==> src/rtl/segasys1_sndcmd_tx_pkg.sv <==
// Shared types and constants for the System 1 sound-command transmitter.
package segasys1_sndcmd_tx_pkg;

    typedef enum logic [1:0] {
        ST_IDLE   = 2'd0,
        ST_ASSERT = 2'd1,
        ST_GAP    = 2'd2
    } tx_state_e;

    localparam int unsigned HOLD_CYC_DEF = 12;
    localparam int unsigned GAP_CYC_DEF  = 12;
    localparam int unsigned CMD_W        = 8;

    function automatic int unsigned max_u(input int unsigned a, input int unsigned b);
        return (a > b) ? a : b;
    endfunction

endpackage

==> src/rtl/segasys1_sndcmd_fifo.sv <==
// Command queue: DEPTH-entry FIFO with SNDCMD_FIFO_EN, otherwise a single
// overwrite-on-write pending register.
module sndcmd_fifo
    import segasys1_sndcmd_tx_pkg::*;
#(
    parameter int unsigned DEPTH = 4
) (
    input  logic             clk,
    input  logic             rst_n,
    input  logic             push,
    input  logic             pop,
    input  logic [CMD_W-1:0] din,
    output logic [CMD_W-1:0] dout,
    output logic             empty,
    output logic             full
);

    if ((DEPTH < 2) || (DEPTH > 16) || ((DEPTH & (DEPTH - 1)) != 0)) begin : g_bad_depth
        $error("sndcmd_fifo: DEPTH must be a power of two in 2..16");
    end

`ifdef SNDCMD_FIFO_EN
    localparam int unsigned PTR_W = $clog2(DEPTH);

    logic [PTR_W:0]     wr_ptr;
    logic [PTR_W:0]     rd_ptr;
    logic [CMD_W-1:0]   mem [DEPTH];
    logic               wr_en;

    // Extra MSB on each pointer separates full from empty when the indices match.
    assign empty = (wr_ptr == rd_ptr);
    assign full  = (wr_ptr[PTR_W] != rd_ptr[PTR_W]) &&
                   (wr_ptr[PTR_W-1:0] == rd_ptr[PTR_W-1:0]);
    assign wr_en = push && (!full || pop);
    assign dout  = mem[rd_ptr[PTR_W-1:0]];

    always_ff @(posedge clk or negedge rst_n) begin
        if (!rst_n) begin
            wr_ptr <= '0;
            rd_ptr <= '0;
        end else begin
            if (wr_en) begin
                wr_ptr <= wr_ptr + (PTR_W + 1)'(1);
            end
            if (pop && !empty) begin
                rd_ptr <= rd_ptr + (PTR_W + 1)'(1);
            end
        end
    end

    always_ff @(posedge clk) begin
        if (wr_en) begin
            mem[wr_ptr[PTR_W-1:0]] <= din;
        end
    end
`else
    logic             valid;
    logic [CMD_W-1:0] data;

    assign empty = !valid;
    assign full  = valid;
    assign dout  = data;

    // A push always lands; with a simultaneous pop the slot stays occupied.
    always_ff @(posedge clk or negedge rst_n) begin
        if (!rst_n) begin
            valid <= 1'b0;
            data  <= '0;
        end else if (push) begin
            valid <= 1'b1;
            data  <= din;
        end else if (pop) begin
            valid <= 1'b0;
        end
    end
`endif

endmodule

==> src/rtl/segasys1_sndcmd_tx.sv <==
// Main-CPU to sound-board command transmitter: queues command bytes and
// strobes each one out as a timed sndstart pulse. Macro: SNDCMD_FIFO_EN.
module segasys1_sndcmd_tx
    import segasys1_sndcmd_tx_pkg::*;
#(
    parameter int unsigned FIFO_DEPTH = 4,
    parameter int unsigned HOLD_CYC   = HOLD_CYC_DEF,
    parameter int unsigned GAP_CYC    = GAP_CYC_DEF
) (
    input  logic             clk48M,
    input  logic             reset_n,
    input  logic             cmd_wr,
    input  logic [CMD_W-1:0] cmd_di,
    input  logic             ovf_clr,
    output logic [CMD_W-1:0] sndno,
    output logic             sndstart,
    output logic             busy,
    output logic             full,
    output logic             overflow
);

    localparam int unsigned CNT_W = $clog2(max_u(HOLD_CYC, GAP_CYC));

    tx_state_e          state;
    logic [CNT_W-1:0]   cnt;
    logic               q_empty;
    logic               q_full;
    logic [CMD_W-1:0]   q_dout;
    logic               pop;

    assign pop  = (state == ST_IDLE) && !q_empty;
    assign full = q_full;
    assign busy = !q_empty || (state != ST_IDLE);

    sndcmd_fifo #(
        .DEPTH (FIFO_DEPTH)
    ) u_fifo (
        .clk   (clk48M),
        .rst_n (reset_n),
        .push  (cmd_wr),
        .pop   (pop),
        .din   (cmd_di),
        .dout  (q_dout),
        .empty (q_empty),
        .full  (q_full)
    );

    // Pulse sequencer: pop into sndno, hold high HOLD_CYC, low GAP_CYC, back to idle.
    always_ff @(posedge clk48M or negedge reset_n) begin
        if (!reset_n) begin
            state    <= ST_IDLE;
            cnt      <= '0;
            sndno    <= '0;
            sndstart <= 1'b0;
        end else begin
            case (state)
                ST_IDLE: begin
                    if (!q_empty) begin
                        sndno    <= q_dout;
                        sndstart <= 1'b1;
                        cnt      <= '0;
                        state    <= ST_ASSERT;
                    end
                end
                ST_ASSERT: begin
                    if (cnt == CNT_W'(HOLD_CYC - 1)) begin
                        sndstart <= 1'b0;
                        cnt      <= '0;
                        state    <= ST_GAP;
                    end else begin
                        cnt <= cnt + CNT_W'(1);
                    end
                end
                ST_GAP: begin
                    if (cnt == CNT_W'(GAP_CYC - 1)) begin
                        cnt   <= '0;
                        state <= ST_IDLE;
                    end else begin
                        cnt <= cnt + CNT_W'(1);
                    end
                end
                default: begin
                    sndstart <= 1'b0;
                    cnt      <= '0;
                    state    <= ST_IDLE;
                end
            endcase
        end
    end

    // A dropped or overwriting write sets the flag and wins over a same-cycle clear.
    always_ff @(posedge clk48M or negedge reset_n) begin
        if (!reset_n) begin
            overflow <= 1'b0;
        end else if (cmd_wr && q_full && !pop) begin
            overflow <= 1'b1;
        end else if (ovf_clr) begin
            overflow <= 1'b0;
        end
    end

endmodule
==> config.mk <==
export PLATFORM = sky130hd
export DESIGN_NAME = segasys1_sndcmd_tx
export DESIGN_NICKNAME = d
export VERILOG_FILES = /design/src/rtl/segasys1_sndcmd_tx_pkg.sv /design/src/rtl/segasys1_sndcmd_fifo.sv /design/src/rtl/segasys1_sndcmd_tx.sv
export SDC_FILE = /design/constraint.sdc
export NUM_CORES = 1
export LEC_CHECK = 0
export CAP_MARGIN = 5
export CORE_UTILIZATION = 52
export CTS_BUF_LIST = sky130_fd_sc_hd__clkbuf_16
export DETAILED_ROUTE_END_ITERATION = 6
export PLACE_DENSITY_LB_ADDON = 0.1
export SYNTH_ARGS = -nofsm -noshare
export SYNTH_HDL_FRONTEND = slang
export SYNTH_SLANG_ARGS = --single-unit
export TNS_END_PERCENT = 1
==> constraint.sdc <==
create_clock -name clk48M -period 3.2 [get_ports clk48M]
set_input_delay 0.64 -clock clk48M [delete_from_list [all_inputs] [get_ports clk48M]]
set_output_delay 0.64 -clock clk48M [all_outputs]
set_load 0.1 [all_outputs]
Yosys cells after proc, flatten, opt, wreduce, memory -nomap -nowiden

Cells that the tools add are included.

Bits in registers: 25
Bits of input ports: 12
Output and inout port bits: 12

$add $sub $neg: 1
Equality and inequality tests: 6
Muxes and demuxes: 14
Bitwise gates (word level): 1
Reduce and logical (&&, ||, !) cells: 13

Operator list:

| operator              | number |
|---|---|
| $mux W4               | 2 |
| $pmux W4 S2           | 1 |
| $mux W1               | 6 |
| $mux W2               | 3 |
| $pmux W2 S3           | 1 |
| $reduce_and A3 Y1     | 2 |
| $reduce_bool A2 Y1    | 3 |
| $add A4 B1 Y4 const B | 1 |
| $eq A4 B4 Y1 const B  | 1 |
| $ne A2 B2 Y1 const B  | 2 |
| $logic_and A1 B1 Y1   | 3 |
| $pmux W1 S3           | 1 |
| $eq A2 B1 Y1 const B  | 1 |
| $eq A2 B2 Y1 const B  | 1 |
| $logic_not A2 Y1      | 1 |
| $ne A2 B1 Y1 const B  | 1 |
| $reduce_and A2 Y1     | 1 |
| $reduce_or A2 Y1      | 1 |
| $logic_not A1 Y1      | 1 |
| $logic_or A1 B1 Y1    | 1 |
| $not A1 Y1            | 1 |

Longest topological paths before layout

Depth after elaboration: 5
Gate-level depth with buffers: 7
Depth with buffers taken out: 6

Modules after synthesis

From an unflattened synthesis, not the netlist that was laid out.

Cells, all modules: 88
Area total of the unflattened synthesis: 1143.6 µm²

Modules (own cells, without submodules):

| module             | instances | cells an instance | area an instance (µm²) |
|---|---|---|---|
| segasys1_sndcmd_tx | 1         | 68                | 775.7 |
| sndcmd_fifo        | 1         | 20                | 367.9 |

Least setup slack after synthesis

No wires, ideal clock.

Kind: reg-to-output
From: register u_fifo.valid, in the netlist u_fifo.full
To: output busy
Arrival: 1.498 ns
Required time: 2.560 ns
Setup slack: 1.062 ns
Stages on the path, launching flop included: 4
Cell sequence: dfrtp_1 > nor2b_1 > buf_6 > inv_4

Word-level cells in the longest chain between the ends: 1

Ends and longest elaborated chain:

| element                  | line                       | RTL |
|---|---|---|
| start: declaration       | segasys1_sndcmd_fifo.sv:57 | `logic valid;` |
| start signal: assignment | segasys1_sndcmd_fifo.sv:67 | `valid <= 1'b0;` |
| start signal: assignment | segasys1_sndcmd_fifo.sv:70 | `valid <= 1'b1;` |
| start signal: assignment | segasys1_sndcmd_fifo.sv:73 | `valid <= 1'b0;` |
| $logic_or A1 B1 Y1       | segasys1_sndcmd_tx.sv:33   | `assign busy = !q_empty \|\| (state != ST_IDLE);` |
| end: declaration         | segasys1_sndcmd_tx.sv:17   | `output logic busy,` |

Every way passes these cells.

Worst setup path after layout

From: register state[0]
To: output busy

Word-level cells in the longest chain between the ends: 2

Ends and longest elaborated chain:

| element                  | line                     | RTL |
|---|---|---|
| start: declaration       | segasys1_sndcmd_tx.sv:24 | `tx_state_e state;` |
| start signal: assignment | segasys1_sndcmd_tx.sv:51 | `state <= ST_IDLE;` |
| start signal: assignment | segasys1_sndcmd_tx.sv:62 | `state <= ST_ASSERT;` |
| start signal: assignment | segasys1_sndcmd_tx.sv:69 | `state <= ST_GAP;` |
| $reduce_bool A2 Y1       | segasys1_sndcmd_tx.sv:33 |  |
| $logic_or A1 B1 Y1       | segasys1_sndcmd_tx.sv:33 |  |

Every way passes these cells.

==> impl_metrics.env <==
export IMPL_hold_viol=0
export IMPL_cts_setup_buffers=0
export IMPL_drt_iter0_markers=5
export IMPL_yosysSeqAreaShare_pct=56.6
export IMPL_initial_core_util_pct=55.8
export IMPL_cts_tree="done"
export IMPL_grt_pass1_vias=704
export IMPL_synth_avg_cell_area_um2=12.9
export IMPL_ctsHoldBuffers=0
export IMPL_finalSetupTns_ns=0
export IMPL_synth_net_count=103
export IMPL_clock_sinks=25
export IMPL_die_area_um2=2320
export IMPL_cp_arrival_ns=1.80
export IMPL_synth_cell_types=23
export IMPL_slew_viol_final=0
export IMPL_synth_edff_count=0
export IMPL_slowest_stage="nor2b_1"
export IMPL_clock_skew_ns=0.00172
export IMPL_criticalPathCategory="reg -> out"
export IMPL_ctsHtreeMaxLevel=1
export IMPL_r2r_start="state[0]"
export IMPL_hp_class="reg -> reg"
export IMPL_ctsRootBufferMaster="clkbuf_16"
export IMPL_mostFrequentLayoutCells="dfrtp_1, mux2_2, buf_4"
export IMPL_antenna_cells=0
export IMPL_cp_max_fo=7
export IMPL_layout_min_cycle_time_ns=2.44
export IMPL_hp_start="u_fifo.dout[3]"
export IMPL_dieHeight_um=48.1
export IMPL_ant_nets=0
export IMPL_start_kind="register"
export IMPL_antenna_found_initial=0
export IMPL_reg2reg_slack_ns=1.40
export IMPL_fmaxAchievable_mhz=411
export IMPL_rr_worst_depth=6
export IMPL_dpl_hpwl_mm=1.42
export IMPL_vias=725
export IMPL_path_cells="inv_1 > ha_1 > nor2b_1 > inv_4 > buf_4"
export IMPL_numPortBuffers=23
export IMPL_postSynth_asyncResetShare_pct=100
export IMPL_cap_viol_max_count=0
export IMPL_synth_flop_cell="dfrtp_1"
export IMPL_critPathMaxStageDelay_ns=0.48
export IMPL_yosys_warnings=0
export IMPL_grt_setup_unrepaired="no"
export IMPL_synthesis_area_um2=1110
export IMPL_clk_transition_reported_paths_ns=0.06
export IMPL_worstHoldPathCells=1
export IMPL_numCtsBuffers=3
export IMPL_rr_endpoint="state[0]"
export IMPL_grt_overflow_total=0
export IMPL_syn2layout_area_growth_pct=27.5
export IMPL_end_kind="primary output"
export IMPL_cts_repair_resized=0
export IMPL_crit_buf_inv=3
export IMPL_clock_path_buffers=2
export IMPL_drc=0
export IMPL_ys_seq_elements=25
export IMPL_grt_usage_pct=19.9
export IMPL_core_area_um2=1980
export IMPL_first_pass_iters=4
export IMPL_setup_viol_count_final=0
export IMPL_status="completed"
export IMPL_cpLargestDelayFamily="simple AND/OR/NAND/NOR gates"
export IMPL_nNetsFinal=130
export IMPL_final_cells=139
export IMPL_clock_latency_ns=0.25
export IMPL_tightest_slew_ns=0.554
export IMPL_worstPathRequired_ns=2.56
export IMPL_final_common_cell="dfrtp_1"
export IMPL_rows=16
export IMPL_vias_per_cell=5.22
export IMPL_place_inst=135
export IMPL_slew_headroom_pct=63.0
export IMPL_io_pin_count=24
export IMPL_grt_max_degree=26
export IMPL_synthCells=86
export IMPL_die_w_um=48.1
export IMPL_min_to="u_fifo.dout[3]"
export IMPL_gp_congestion=0.643
export IMPL_routed_wl_mm=1.95
export IMPL_grt_pass1_wl_mm=3.06
export IMPL_routedWlPerCell_um=14.0
export IMPL_period_share_pct=76.1
export IMPL_drive_above_1_share_pct=33.0
==> cell families after synthesis <==
logic type               synth area share, %
flip-flops                              56.6
AND/OR/NAND/NOR                         8.83
multiplexers                            17.6
AO/OA/AOI/OAI                           7.58
buffers and inverters                   3.73
adder cells (fa/ha/maj)                 5.66
==> worst max-delay path by stage <==
stage               depth (start not counted)  slack (ns)   end   startpoint
floorplan                                   3        1.06  busy  u_fifo.full
CTS                                         5        0.76  busy     state[0]
global route                                5        0.65  busy     state[0]
global placement                            5        1.12  busy     state[0]
finish                                      5        0.76  busy     state[0]
detailed placement                          5        1.04  busy     state[0]
==> metrics by stage <==
step	area, um2	setup slack (ns)	hold WS, ns	utilization (%)
CTS	1410	0.758	0.507	71.1
floorplan	1110	1.06	0.344	-
detailed placement	1330	1.04	0.493	67.2
finish	1410	0.764	0.500	71.1
global placement	1330	1.12	0.483	67.2
global route	1410	0.648	0.516	71.1
==> registers in the layout (all words and copies together) (netlist names) <==
register,cells
overflow,1
u_fifo.full,1
u_fifo.dout,8
state,2
cnt,4
sndno,8
sndstart,1
==> metal layers <==
metal / vias to the layer above / track usage (%) / wire length (um)
met4: 0 / 8.33 / 14
met1: 354 / 24.6 / 874
met2: 21 / 34.3 / 980
met5: - / 0 / 0
met3: 2 / 3.33 / 77
li1: 348 / - / -
==> final cells by class <==
| class | count | area, um2 |
|---|---|---|
| inverter | 6 | 25.0 |
| fill | 138 | 572 |
| sequential | 25 | 626 |
| clock inverter | 1 | 3.75 |
| tap | 27 | 33.8 |
| multi-input combinational | 53 | 439 |
| timing repair buffer | 24 | 208 |
| clock buffer | 3 | 75.1 |
==> worst register-to-register path, stage by stage (launching register included) <==
cell and delay (ns):
dfrtp_1 0.40, inv_1 0.11, ha_1 0.19, nor2b_1 0.48, inv_4 0.10, nand2_2 0.10
mux2_4 0.30
==> cells in the mapped netlist (2+ instances only) <==
cell,number,area (um2)
a21oi_1,5,25.0
a32o_1,2,20.0
dfrtp_1,25,626
ha_1,5,62.6
inv_1,5,18.8
mux2_2,16,180
nand2_1,7,26.3
nand3_1,2,10.0
nor2_1,3,11.3
nor3_1,2,10.0
o21ai_0,2,10.0
Power is not shown: default switching activity piles up to over one toggle a cycle in this logic, so the estimate is an artifact.
